File: src/rtl/writeback_arbiter_if.sv
// Result-side bus between the functional units and the writeback arbiter, plus the
// completion, wakeup and mispredict broadcasts that the arbiter drives back out.
interface writeback_arbiter_if;
   logic       alu_valid_in;
   logic       br_valid_in;
   logic       lsu_valid_in;
   logic       alu_ready_out;
   logic       br_ready_out;
   logic       lsu_ready_out;
   logic [4:0] alu_rob_tag;
   logic [4:0] br_rob_tag;
   logic [4:0] lsu_rob_tag;
   logic [6:0] alu_prd;
   logic [6:0] br_prd;
   logic [6:0] lsu_prd;
   logic       alu_has_rd;
   logic       br_has_rd;
   logic       lsu_has_rd;
   logic       br_mispredict;
   logic [4:0] rob_head_tag;
   logic       complete_out;
   logic [4:0] rob_fu_tag;
   logic [6:0] preg1_rdy;
   logic [6:0] preg2_rdy;
   logic [6:0] preg3_rdy;
   logic       preg1_valid;
   logic       preg2_valid;
   logic       preg3_valid;
   logic       mispredict;
   logic [4:0] mispredict_tag;

   // Functional-unit / ROB side
   modport master (
      output alu_valid_in, br_valid_in, lsu_valid_in,
      output alu_rob_tag, br_rob_tag, lsu_rob_tag,
      output alu_prd, br_prd, lsu_prd,
      output alu_has_rd, br_has_rd, lsu_has_rd,
      output br_mispredict, rob_head_tag,
      input  alu_ready_out, br_ready_out, lsu_ready_out,
      input  complete_out, rob_fu_tag,
      input  preg1_rdy, preg2_rdy, preg3_rdy,
      input  preg1_valid, preg2_valid, preg3_valid,
      input  mispredict, mispredict_tag
   );

   // Arbiter side
   modport slave (
      input  alu_valid_in, br_valid_in, lsu_valid_in,
      input  alu_rob_tag, br_rob_tag, lsu_rob_tag,
      input  alu_prd, br_prd, lsu_prd,
      input  alu_has_rd, br_has_rd, lsu_has_rd,
      input  br_mispredict, rob_head_tag,
      output alu_ready_out, br_ready_out, lsu_ready_out,
      output complete_out, rob_fu_tag,
      output preg1_rdy, preg2_rdy, preg3_rdy,
      output preg1_valid, preg2_valid, preg3_valid,
      output mispredict, mispredict_tag
   );
endinterface

File: src/rtl/writeback_arbiter.sv
// Per-FU result FIFOs feeding a round-robin single-grant completion port, with
// squash of every buffered result younger than a granted mispredicted branch.
module writeback_arbiter #(
   parameter int DEPTH = 2
) (
   input  logic               clk,
   input  logic               reset,
   writeback_arbiter_if.slave wb
);
   localparam int PTR_W  = (DEPTH > 1) ? $clog2(DEPTH) : 1;
   localparam int CNT_W  = $clog2(DEPTH + 1);
   localparam int NUM_FU = 3;

   typedef enum logic [1:0] {
      FU_ALU = 2'd0,
      FU_BR  = 2'd1,
      FU_LSU = 2'd2
   } fu_e;

   typedef struct packed {
      logic [4:0] tag;
      logic [6:0] prd;
      logic       has_rd;
      logic       mispred;
   } entry_t;

   entry_t            fifo_q   [NUM_FU][DEPTH];
   entry_t            fifo_d   [NUM_FU][DEPTH];
   logic [CNT_W-1:0]  cnt_q    [NUM_FU];
   logic [CNT_W-1:0]  cnt_d    [NUM_FU];
   entry_t            in_entry [NUM_FU];
   fu_e               ptr_q, ptr_d;

   logic [NUM_FU-1:0] valid_in, ready, push, pop, nonempty;
   logic              grant_vld;
   fu_e               grant_fu;
   entry_t            grant_entry;
   logic              squash;

   logic              complete_q;
   logic [4:0]        rob_fu_tag_q;
   logic [6:0]        rdy_q    [NUM_FU];
   logic [NUM_FU-1:0] pvalid_q;
   logic              mispredict_q;
   logic [4:0]        mispredict_tag_q;

   // Ages are measured from the ROB head so that tag wrap-around orders correctly.
   function automatic logic is_younger(input logic [4:0] tag, input logic [4:0] br_tag,
                                       input logic [4:0] head);
      logic [4:0] age_t;
      logic [4:0] age_b;
      age_t = tag - head;
      age_b = br_tag - head;
      return age_t > age_b;
   endfunction

   always_comb begin
      in_entry[0] = '{tag: wb.alu_rob_tag, prd: wb.alu_prd, has_rd: wb.alu_has_rd, mispred: 1'b0};
      in_entry[1] = '{tag: wb.br_rob_tag,  prd: wb.br_prd,  has_rd: wb.br_has_rd,
                      mispred: wb.br_mispredict};
      in_entry[2] = '{tag: wb.lsu_rob_tag, prd: wb.lsu_prd, has_rd: wb.lsu_has_rd, mispred: 1'b0};
      valid_in    = {wb.lsu_valid_in, wb.br_valid_in, wb.alu_valid_in};
      for (int f = 0; f < NUM_FU; f++) begin
         nonempty[f] = (cnt_q[f] != '0);
         ready[f]    = !reset && (cnt_q[f] != CNT_W'(DEPTH));
      end
      push = valid_in & ready;
   end

   assign wb.alu_ready_out = ready[0];
   assign wb.br_ready_out  = ready[1];
   assign wb.lsu_ready_out = ready[2];

   // Only registered occupancy is visible here, so a push into an empty FIFO waits a cycle.
   always_comb begin
      logic [2:0] cand;
      grant_vld = 1'b0;
      grant_fu  = ptr_q;
      cand      = '0;
      for (int k = 0; k < NUM_FU; k++) begin
         cand = {1'b0, ptr_q} + 3'(k);
         if (cand >= 3'd3) cand = cand - 3'd3;
         if (!grant_vld && nonempty[cand[1:0]]) begin
            grant_vld = 1'b1;
            grant_fu  = fu_e'(cand[1:0]);
         end
      end
      grant_entry = fifo_q[grant_fu][0];
      pop         = grant_vld ? (3'b001 << grant_fu) : '0;
      squash      = grant_vld && (grant_fu == FU_BR) && grant_entry.mispred;
      ptr_d       = ptr_q;
      if (grant_vld) ptr_d = (grant_fu == FU_LSU) ? FU_ALU : fu_e'(grant_fu + 2'd1);
   end

   // Next FIFO contents: drop the popped head, append the push, filter squashed
   // entries and compact the survivors towards slot 0 in their original order.
   always_comb begin
      int   n;
      logic keep;
      n    = 0;
      keep = 1'b0;
      for (int f = 0; f < NUM_FU; f++) begin
         // NOTE: every combinational output gets a default before any conditional
         // update; a path that leaves it unassigned would infer a latch.
         fifo_d[f] = fifo_q[f];
         n         = 0;
         for (int i = 0; i < DEPTH; i++) begin
            keep = (i < int'(cnt_q[f])) && !(pop[f] && (i == 0));
            if (squash && is_younger(fifo_q[f][i].tag, grant_entry.tag, wb.rob_head_tag))
               keep = 1'b0;
            if (keep) begin
               fifo_d[f][n[PTR_W-1:0]] = fifo_q[f][i];
               n = n + 1;
            end
         end
         keep = push[f];
         if (squash && is_younger(in_entry[f].tag, grant_entry.tag, wb.rob_head_tag))
            keep = 1'b0;
         if (keep && (n < DEPTH)) begin
            fifo_d[f][n[PTR_W-1:0]] = in_entry[f];
            n = n + 1;
         end
         cnt_d[f] = CNT_W'(n);
      end
   end

   // NOTE: the entry storage carries no reset; occupancy counters alone decide
   // which slots are meaningful, so clearing the payload would only add wiring.
   always_ff @(posedge clk) begin
      fifo_q <= fifo_d;
   end

   always_ff @(posedge clk) begin
      if (reset) begin
         cnt_q            <= '{default: '0};
         ptr_q            <= FU_ALU;
         complete_q       <= 1'b0;
         rob_fu_tag_q     <= '0;
         rdy_q            <= '{default: '0};
         pvalid_q         <= '0;
         mispredict_q     <= 1'b0;
         mispredict_tag_q <= '0;
      end else begin
         cnt_q            <= cnt_d;
         ptr_q            <= ptr_d;
         complete_q       <= grant_vld;
         rob_fu_tag_q     <= grant_vld ? grant_entry.tag : '0;
         for (int f = 0; f < NUM_FU; f++) begin
            rdy_q[f]    <= pop[f] ? grant_entry.prd : '0;
            pvalid_q[f] <= pop[f] && grant_entry.has_rd && (grant_entry.prd != '0);
         end
         mispredict_q     <= squash;
         mispredict_tag_q <= squash ? grant_entry.tag : '0;
      end
   end

   assign wb.complete_out   = complete_q;
   assign wb.rob_fu_tag     = rob_fu_tag_q;
   assign wb.preg1_rdy      = rdy_q[0];
   assign wb.preg2_rdy      = rdy_q[1];
   assign wb.preg3_rdy      = rdy_q[2];
   assign wb.preg1_valid    = pvalid_q[0];
   assign wb.preg2_valid    = pvalid_q[1];
   assign wb.preg3_valid    = pvalid_q[2];
   assign wb.mispredict     = mispredict_q;
   assign wb.mispredict_tag = mispredict_tag_q;
endmodule

File: src/flat_wrapper.sv
// flat-port wrapper written by rule: the top's interface ports become plain ports
module writeback_arbiter_flat 
#(
   parameter int DEPTH = 2
)
  (clk, reset, wb_alu_valid_in, wb_br_valid_in, wb_lsu_valid_in, wb_alu_rob_tag, wb_br_rob_tag, wb_lsu_rob_tag, wb_alu_prd, wb_br_prd, wb_lsu_prd, wb_alu_has_rd, wb_br_has_rd, wb_lsu_has_rd, wb_br_mispredict, wb_rob_head_tag, wb_alu_ready_out, wb_br_ready_out, wb_lsu_ready_out, wb_complete_out, wb_rob_fu_tag, wb_preg1_rdy, wb_preg2_rdy, wb_preg3_rdy, wb_preg1_valid, wb_preg2_valid, wb_preg3_valid, wb_mispredict, wb_mispredict_tag);
  writeback_arbiter_if wb_i ();
  input  logic clk;
  input  logic reset;
  input wire logic [$bits(wb_i.alu_valid_in)-1:0] wb_alu_valid_in;
  input wire logic [$bits(wb_i.br_valid_in)-1:0] wb_br_valid_in;
  input wire logic [$bits(wb_i.lsu_valid_in)-1:0] wb_lsu_valid_in;
  input wire logic [$bits(wb_i.alu_rob_tag)-1:0] wb_alu_rob_tag;
  input wire logic [$bits(wb_i.br_rob_tag)-1:0] wb_br_rob_tag;
  input wire logic [$bits(wb_i.lsu_rob_tag)-1:0] wb_lsu_rob_tag;
  input wire logic [$bits(wb_i.alu_prd)-1:0] wb_alu_prd;
  input wire logic [$bits(wb_i.br_prd)-1:0] wb_br_prd;
  input wire logic [$bits(wb_i.lsu_prd)-1:0] wb_lsu_prd;
  input wire logic [$bits(wb_i.alu_has_rd)-1:0] wb_alu_has_rd;
  input wire logic [$bits(wb_i.br_has_rd)-1:0] wb_br_has_rd;
  input wire logic [$bits(wb_i.lsu_has_rd)-1:0] wb_lsu_has_rd;
  input wire logic [$bits(wb_i.br_mispredict)-1:0] wb_br_mispredict;
  input wire logic [$bits(wb_i.rob_head_tag)-1:0] wb_rob_head_tag;
  output wire logic [$bits(wb_i.alu_ready_out)-1:0] wb_alu_ready_out;
  output wire logic [$bits(wb_i.br_ready_out)-1:0] wb_br_ready_out;
  output wire logic [$bits(wb_i.lsu_ready_out)-1:0] wb_lsu_ready_out;
  output wire logic [$bits(wb_i.complete_out)-1:0] wb_complete_out;
  output wire logic [$bits(wb_i.rob_fu_tag)-1:0] wb_rob_fu_tag;
  output wire logic [$bits(wb_i.preg1_rdy)-1:0] wb_preg1_rdy;
  output wire logic [$bits(wb_i.preg2_rdy)-1:0] wb_preg2_rdy;
  output wire logic [$bits(wb_i.preg3_rdy)-1:0] wb_preg3_rdy;
  output wire logic [$bits(wb_i.preg1_valid)-1:0] wb_preg1_valid;
  output wire logic [$bits(wb_i.preg2_valid)-1:0] wb_preg2_valid;
  output wire logic [$bits(wb_i.preg3_valid)-1:0] wb_preg3_valid;
  output wire logic [$bits(wb_i.mispredict)-1:0] wb_mispredict;
  output wire logic [$bits(wb_i.mispredict_tag)-1:0] wb_mispredict_tag;
  assign wb_i.alu_valid_in = wb_alu_valid_in;
  assign wb_i.br_valid_in = wb_br_valid_in;
  assign wb_i.lsu_valid_in = wb_lsu_valid_in;
  assign wb_i.alu_rob_tag = wb_alu_rob_tag;
  assign wb_i.br_rob_tag = wb_br_rob_tag;
  assign wb_i.lsu_rob_tag = wb_lsu_rob_tag;
  assign wb_i.alu_prd = wb_alu_prd;
  assign wb_i.br_prd = wb_br_prd;
  assign wb_i.lsu_prd = wb_lsu_prd;
  assign wb_i.alu_has_rd = wb_alu_has_rd;
  assign wb_i.br_has_rd = wb_br_has_rd;
  assign wb_i.lsu_has_rd = wb_lsu_has_rd;
  assign wb_i.br_mispredict = wb_br_mispredict;
  assign wb_i.rob_head_tag = wb_rob_head_tag;
  assign wb_alu_ready_out = wb_i.alu_ready_out;
  assign wb_br_ready_out = wb_i.br_ready_out;
  assign wb_lsu_ready_out = wb_i.lsu_ready_out;
  assign wb_complete_out = wb_i.complete_out;
  assign wb_rob_fu_tag = wb_i.rob_fu_tag;
  assign wb_preg1_rdy = wb_i.preg1_rdy;
  assign wb_preg2_rdy = wb_i.preg2_rdy;
  assign wb_preg3_rdy = wb_i.preg3_rdy;
  assign wb_preg1_valid = wb_i.preg1_valid;
  assign wb_preg2_valid = wb_i.preg2_valid;
  assign wb_preg3_valid = wb_i.preg3_valid;
  assign wb_mispredict = wb_i.mispredict;
  assign wb_mispredict_tag = wb_i.mispredict_tag;
  writeback_arbiter #(.DEPTH(DEPTH)) u_core (.clk(clk), .reset(reset), .wb(wb_i));
endmodule
File: config.mk
export PLATFORM = sky130hd
export DESIGN_NAME = writeback_arbiter_flat
export DESIGN_NICKNAME = d
export VERILOG_FILES = /design/src/rtl/writeback_arbiter_if.sv /design/src/rtl/writeback_arbiter.sv /design/src/flat_wrapper.sv
export SDC_FILE = /design/constraint.sdc
export NUM_CORES = 1
export LEC_CHECK = 0
export CORE_ASPECT_RATIO = 0.5
export CORE_MARGIN = 3
export CORE_UTILIZATION = 25
export CTS_BUF_LIST = sky130_fd_sc_hd__clkbuf_2 sky130_fd_sc_hd__clkbuf_4 sky130_fd_sc_hd__clkbuf_8
export DETAILED_ROUTE_END_ITERATION = 7
export PLACE_DENSITY = 0.48
export SLEW_MARGIN = 20
export SYNTH_ARGS = -nofsm -noshare
export SYNTH_HDL_FRONTEND = slang
export SYNTH_SLANG_ARGS = --single-unit
File: constraint.sdc
create_clock -name clk -period 9.6 [get_ports clk]
set_input_delay 1.92 -clock clk [delete_from_list [all_inputs] [get_ports clk]]
set_output_delay 1.92 -clock clk [all_outputs]
set_load 0.005 [all_outputs]
## Yosys cells after proc, flatten, opt, wreduce, memory -nomap -nowiden

Index checks and enable logic that the tools add are counted.
W data, S select, Z words.

- Flip-flop bits (word level): 128
- Bits of input ports: 50
- Output and inout port bits: 39
- Logic and storage cells: 225

- $add $sub $neg: 22
- $lt $le $gt $ge: 37
- Equality and inequality tests: 5
- Shifts and indexed selects: 1
- Muxes and demuxes: 62
- Bitwise operators: 13
- Reductions and logical operators: 49

Operators by type and width:

| cell | count |
|---|---|
| $mux W28 | 8 |
| $bwmux W28 | 6 |
| $demux W14 S1 | 6 |
| $mux W14 | 6 |
| $bmux W28 S2 | 1 |
| $sub A5 B5 Y5 | 10 |
| $gt A5 B5 Y1 | 9 |
| $logic_and A1 B1 Y1 | 34 |
| $mux W2 | 13 |
| $mux W1 | 18 |
| $ge A2 B2 Y1 const B | 7 |
| $lt A1 B2 Y1 const A | 6 |
| $lt A2 B1 Y1 const B | 6 |
| $not A1 Y2 | 6 |
| $reduce_or A2 Y1 | 5 |
| $lt A2 B3 Y1 const B | 3 |
| $reduce_bool A7 Y1 | 1 |
| $add A1 B1 Y2 const B | 3 |
| $add A2 B2 Y2 const B | 3 |
| $bmux W1 S2 | 3 |
| $ge A3 B2 Y1 const B | 2 |
| $logic_not A1 Y1 | 6 |
| $lt A2 B2 Y1 const B | 3 |
| $ne A2 B2 Y1 const B | 3 |
| 13 further kinds | 21 |

## Depth between registers and ports, before layout

- Depth in word-level cells: 29
- Depth in mapped cells: 36
- Depth with buffers taken out: 32

## Worst setup path after synthesis

OpenSTA, ideal clock, no wires.

- Path type: reg-to-reg
- From: reg u_core.ptr_q[0]
- To: reg u_core.fifo_q[72] (netlist name)
- Arrival time: 6.994 ns
- Required time: 9.521 ns
- Path slack: 2.527 ns
- Cell stages (with the launch flop): 35
- Period minus slack after synthesis: 7.073 ns
- Cells stage by stage: dfxtp_1 -> inv_1 -> ha_1 -> buf_2 -> o21ai_0 -> a21oi_1 -> nor3_2 -> nor2b_2 -> a32o_1 -> buf_2 -> buf_2 -> a21oi_1 -> a21oi_1 -> ha_1 -> fa_1 -> inv_1 -> a21o_1 -> a21oi_1 -> xnor2_1 -> xnor2_1 -> ha_1 -> nor2b_1 -> and4b_1 -> o311a_1 -> a211oi_1 -> o21ai_0 -> a21boi_1 -> buf_2 -> o21ai_0 -> ha_1 -> nor3_1 -> a21boi_1 -> buf_2 -> nand2_1 -> o211ai_1

RTL lines:

| what | RTL line | text |
|---|---|---|
| from (decl) | writeback_arbiter.sv:32 | `fu_e ptr_q, ptr_d;` |
| from (signal assigned) | writeback_arbiter.sv:145 | `ptr_q <= ptr_d;` |
| to (signal assigned) | writeback_arbiter.sv:130 | `fifo_q <= fifo_d;` |
| to (decl) | writeback_arbiter.sv:27 | `entry_t fifo_q [NUM_FU][DEPTH];` |

==> impl_metrics.csv <==
group,metric,value,unit
synthesis,synth_flop_cell,"dfxtp_1",
timing,worst_slew_pin_slew,1070,ps
cells_and_area,syn2layout_area_growth,21.0,%
timing,relSlewSlack,28.4,%
global_routing,antenna_found_initial,1,
floorplanning,rows,46,
clocking,postCtsSetupBuffers,0,
critical_path,worstPathRequired,9980,ps
global_routing,grt_start_max_net_pins,28,
timing,slew_violations,0,
synthesis,yosysWarnings,0,
detailed_routing,avgRoutedWirePerCell,18.1,um
timing,skew,16.6,ps
global_routing,grt_pass1_wl,38900,um
cells_and_area,layout_common_cells,"clkdlybuf4s50_1, dfxtp_1, ha_1",
synthesis,synth_nets,1003,
detailed_routing,vias,6740,
timing,rsz0062_at_grt,"false",
floorplanning,die_h,134,um
job,maxCapViolCount,0,
floorplanning,initial_utilization,25.7,%
clocking,cts_root_buf,"clkbuf_8",
clocking,cts_sinks,125,
critical_path,critical_path_class,"reg2reg",
place,hpwl,19200,um
detailed_routing,first_iter_violations,497,
floorplanning,die_w,262,um
detailed_routing,ant_nets,0,
synthesis,syn_inst,864,
clocking,clk_pin_slew_worst_paths,70,ps
timing,fmax,113,MHz
detailed_routing,viasPerCell,4.86,
cells_and_area,multi_input_area,0.00490,mm2
global_routing,grt_pass1_vias,6686,
cells_and_area,nets,1079,
clocking,tritoncts,"yes",
detailed_routing,drc,0,
synthesis,synth_top_family_by_area,"compound AO/OA/AOI/OAI gates",
place,place_congestion,0.871,
synthesis,synth.avg_cell_area,9.50,um2
synthesis,synth_cell_type_count,80,
timing,finalHoldViolations,0,
detailed_routing,drtPass1Iterations,5,
cells_and_area,final_util,31.0,%
critical_path,end_kind,"flip-flop",
clocking,htreeDepth,4,
clocking,cts_hold_buf,0,
cells_and_area,fill_cells,3354,
global_routing,overflow,0,
synthesis,synth_area,0.00821,mm2
cells_and_area,drive_above_1_share,9.97,%
synthesis,synth_xor_area_share,4.92,%
timing,setup_tns,0,ps
critical_path,startpoint_type,"flip-flop",
synthesis,synth_edf_count,40,
clocking,cts_made_buffers,17,
synthesis,synth_compound_area_share,18.0,%
synthesis,synth-simple-area-share,17.4,%
floorplanning,ios,89,
synthesis,ys_ff_latch,125,
detailed_routing,drt_wl_total,25200,um
critical_path,cp_max_fo,20,
cells_and_area,final_common_cell,"clkdlybuf4s50_1",
clocking,cts_resized,0,
hold_path,hp-class,"reg2reg",
critical_path,cp_data_arrival_time,9240,ps
synthesis,synth_mux_area_share,4.85,%
synthesis,ys_seq_area_share,35.4,%
timing,setup_violations,0,
cells_and_area,regArea,0.00290,mm2
global_routing,track_usage,14.2,%
timing,fin_crit_sh,92.3,%
outcome,status,"complete, no violations",
place,io_buffer_count,88,
clocking,clk_latency,460,ps
synthesis,synthAdderAreaFrac,14.5,%
synthesis,synthArstFlopShare,0,%
timing,finalWorstPathRequiredPeriod,8860,ps
clocking,clk_path_buf_depth,2,
floorplanning,core_area,0.0320,mm2
floorplanning,dieArea,0.0352,mm2
==> Yosys cell counts (all sizes together) (3+ instances only) <==
| master | number | area (um2) |
|---|---|---|
| a211oi | 7 | 62.6 |
| a31oi | 14 | 93.8 |
| xnor2 | 27 | 263 |
| and4b | 3 | 30.0 |
| dfxtp | 85 | 1700 |
| nand3b | 6 | 45.0 |
| nor4 | 4 | 25.0 |
| a32o | 3 | 30.0 |
| clkbuf | 14 | 53.8 |
| nor2b | 16 | 103 |
| ha | 80 | 1000 |
| a211o | 3 | 26.3 |
| xor2 | 11 | 96.3 |
| edfxtp | 40 | 1200 |
| o21a | 4 | 30.0 |
| nand2 | 50 | 188 |
| nand2b | 13 | 81.3 |
| fa | 9 | 180 |
| o21ai | 42 | 225 |
| buf | 25 | 168 |
| and3 | 45 | 282 |
| o21bai | 3 | 22.5 |
| a21boi | 4 | 30.0 |
| a2111oi | 3 | 26.3 |
| a21oi | 56 | 299 |
| and4 | 3 | 26.3 |
| a21o | 21 | 158 |
| or2 | 4 | 25.0 |
| inv | 50 | 188 |
| mux2 | 27 | 338 |
| nand4 | 5 | 31.3 |
| nor3 | 9 | 50.1 |
| mux2i | 6 | 60.1 |
| nor2 | 73 | 282 |
| o211ai | 32 | 274 |
| o31ai | 3 | 36.3 |
| nand3 | 32 | 165 |
| and2 | 7 | 45.1 |
==> per-layer routing <==
layer	share of wire, %	wire, um	track usage, %
met4	1.5	365	4.36
met2	47	11900	23.0
met5	0	0	0
met3	3.6	895	2.95
met1	48	12000	19.2
==> layout make-up <==
class | count | share of cell area, %
multi-input cells | 650 | 49.3
inverters | 50 | 1.89
flip-flops and latches | 125 | 29.2
well taps | 432 | 5.44
clock inverters | 11 | 1.91
diodes | 2 | 0.0504
clock buffers | 21 | 2.72
repair buffers | 96 | 9.47
==> logic make-up after synthesis <==
logic type | Yosys count
fa+ha+maj | 90
mux | 33
simple gates | 276
xor+xnor | 40
compound gates | 211
flops | 125
buf+inv | 89
==> state kept, by name (all words and copies together), names as in the netlist <==
name                      count
u_core.fifo_q                81
u_core.cnt_q                  6
u_core.ptr_q                  2
u_core.wb.complete_out        1
u_core.wb.preg2_rdy           7
u_core.pvalid_q               3
u_core.wb.preg1_rdy           7
u_core.wb.mispredict_tag      5
u_core.wb.mispredict          1
u_core.wb.preg3_rdy           7
u_core.wb.rob_fu_tag          5
==> through the flow <==
step | cells | instance area [um2] | hold WS (ps) | setup slack (ps)
after floorplan | 864 | 8210 | 454 | 2530
after global placement | 1353 | 9470 | 469 | 1150
after detailed placement | 1353 | 9470 | 480 | 873
after CTS | 1385 | 9930 | 489 | 816
after global routing | 1386 | 9930 | 523 | 20.6
final | 1387 | 9930 | 488 | 736
==> critical path: stages (launching register included) <==
cell,delay [ps]
dfxtp_1,600
o21ai_0,360
a21oi_1,130
nor3_2,450
a21o_1,470
nand2_1,310
and2_1,310
a21oi_1,250
inv_1,70
ha_1,570
a21oi_1,150
xnor2_1,160
xnor2_1,810
ha_1,430
nor2b_1,170
and4b_1,190
o311a_1,340
a211oi_1,220
o21ai_0,130
a21boi_1,200
buf_4,240
o21ai_0,140
ha_1,470
nor3_1,400
a21boi_1,890
nand2_1,200
o211ai_2,130
==> final timing paths <==
kind | startpoint | end | slack (ps) | depth (start not counted)
setup reg to reg | u_core.cnt_q[1] | u_core.fifo_q[81] | 740 | 26
setup / recovery | u_core.cnt_q[1] | u_core.fifo_q[81] | 740 | 26
hold / removal | u_core.ptr_q[0] | u_core.ptr_q[0] | 490 | 2
hold reg to reg | u_core.ptr_q[0] | u_core.ptr_q[0] | 490 | 2
Power is left out: the tool's default activity adds up to more than one toggle a clock period on the data nets, which glitch-free logic cannot reach.
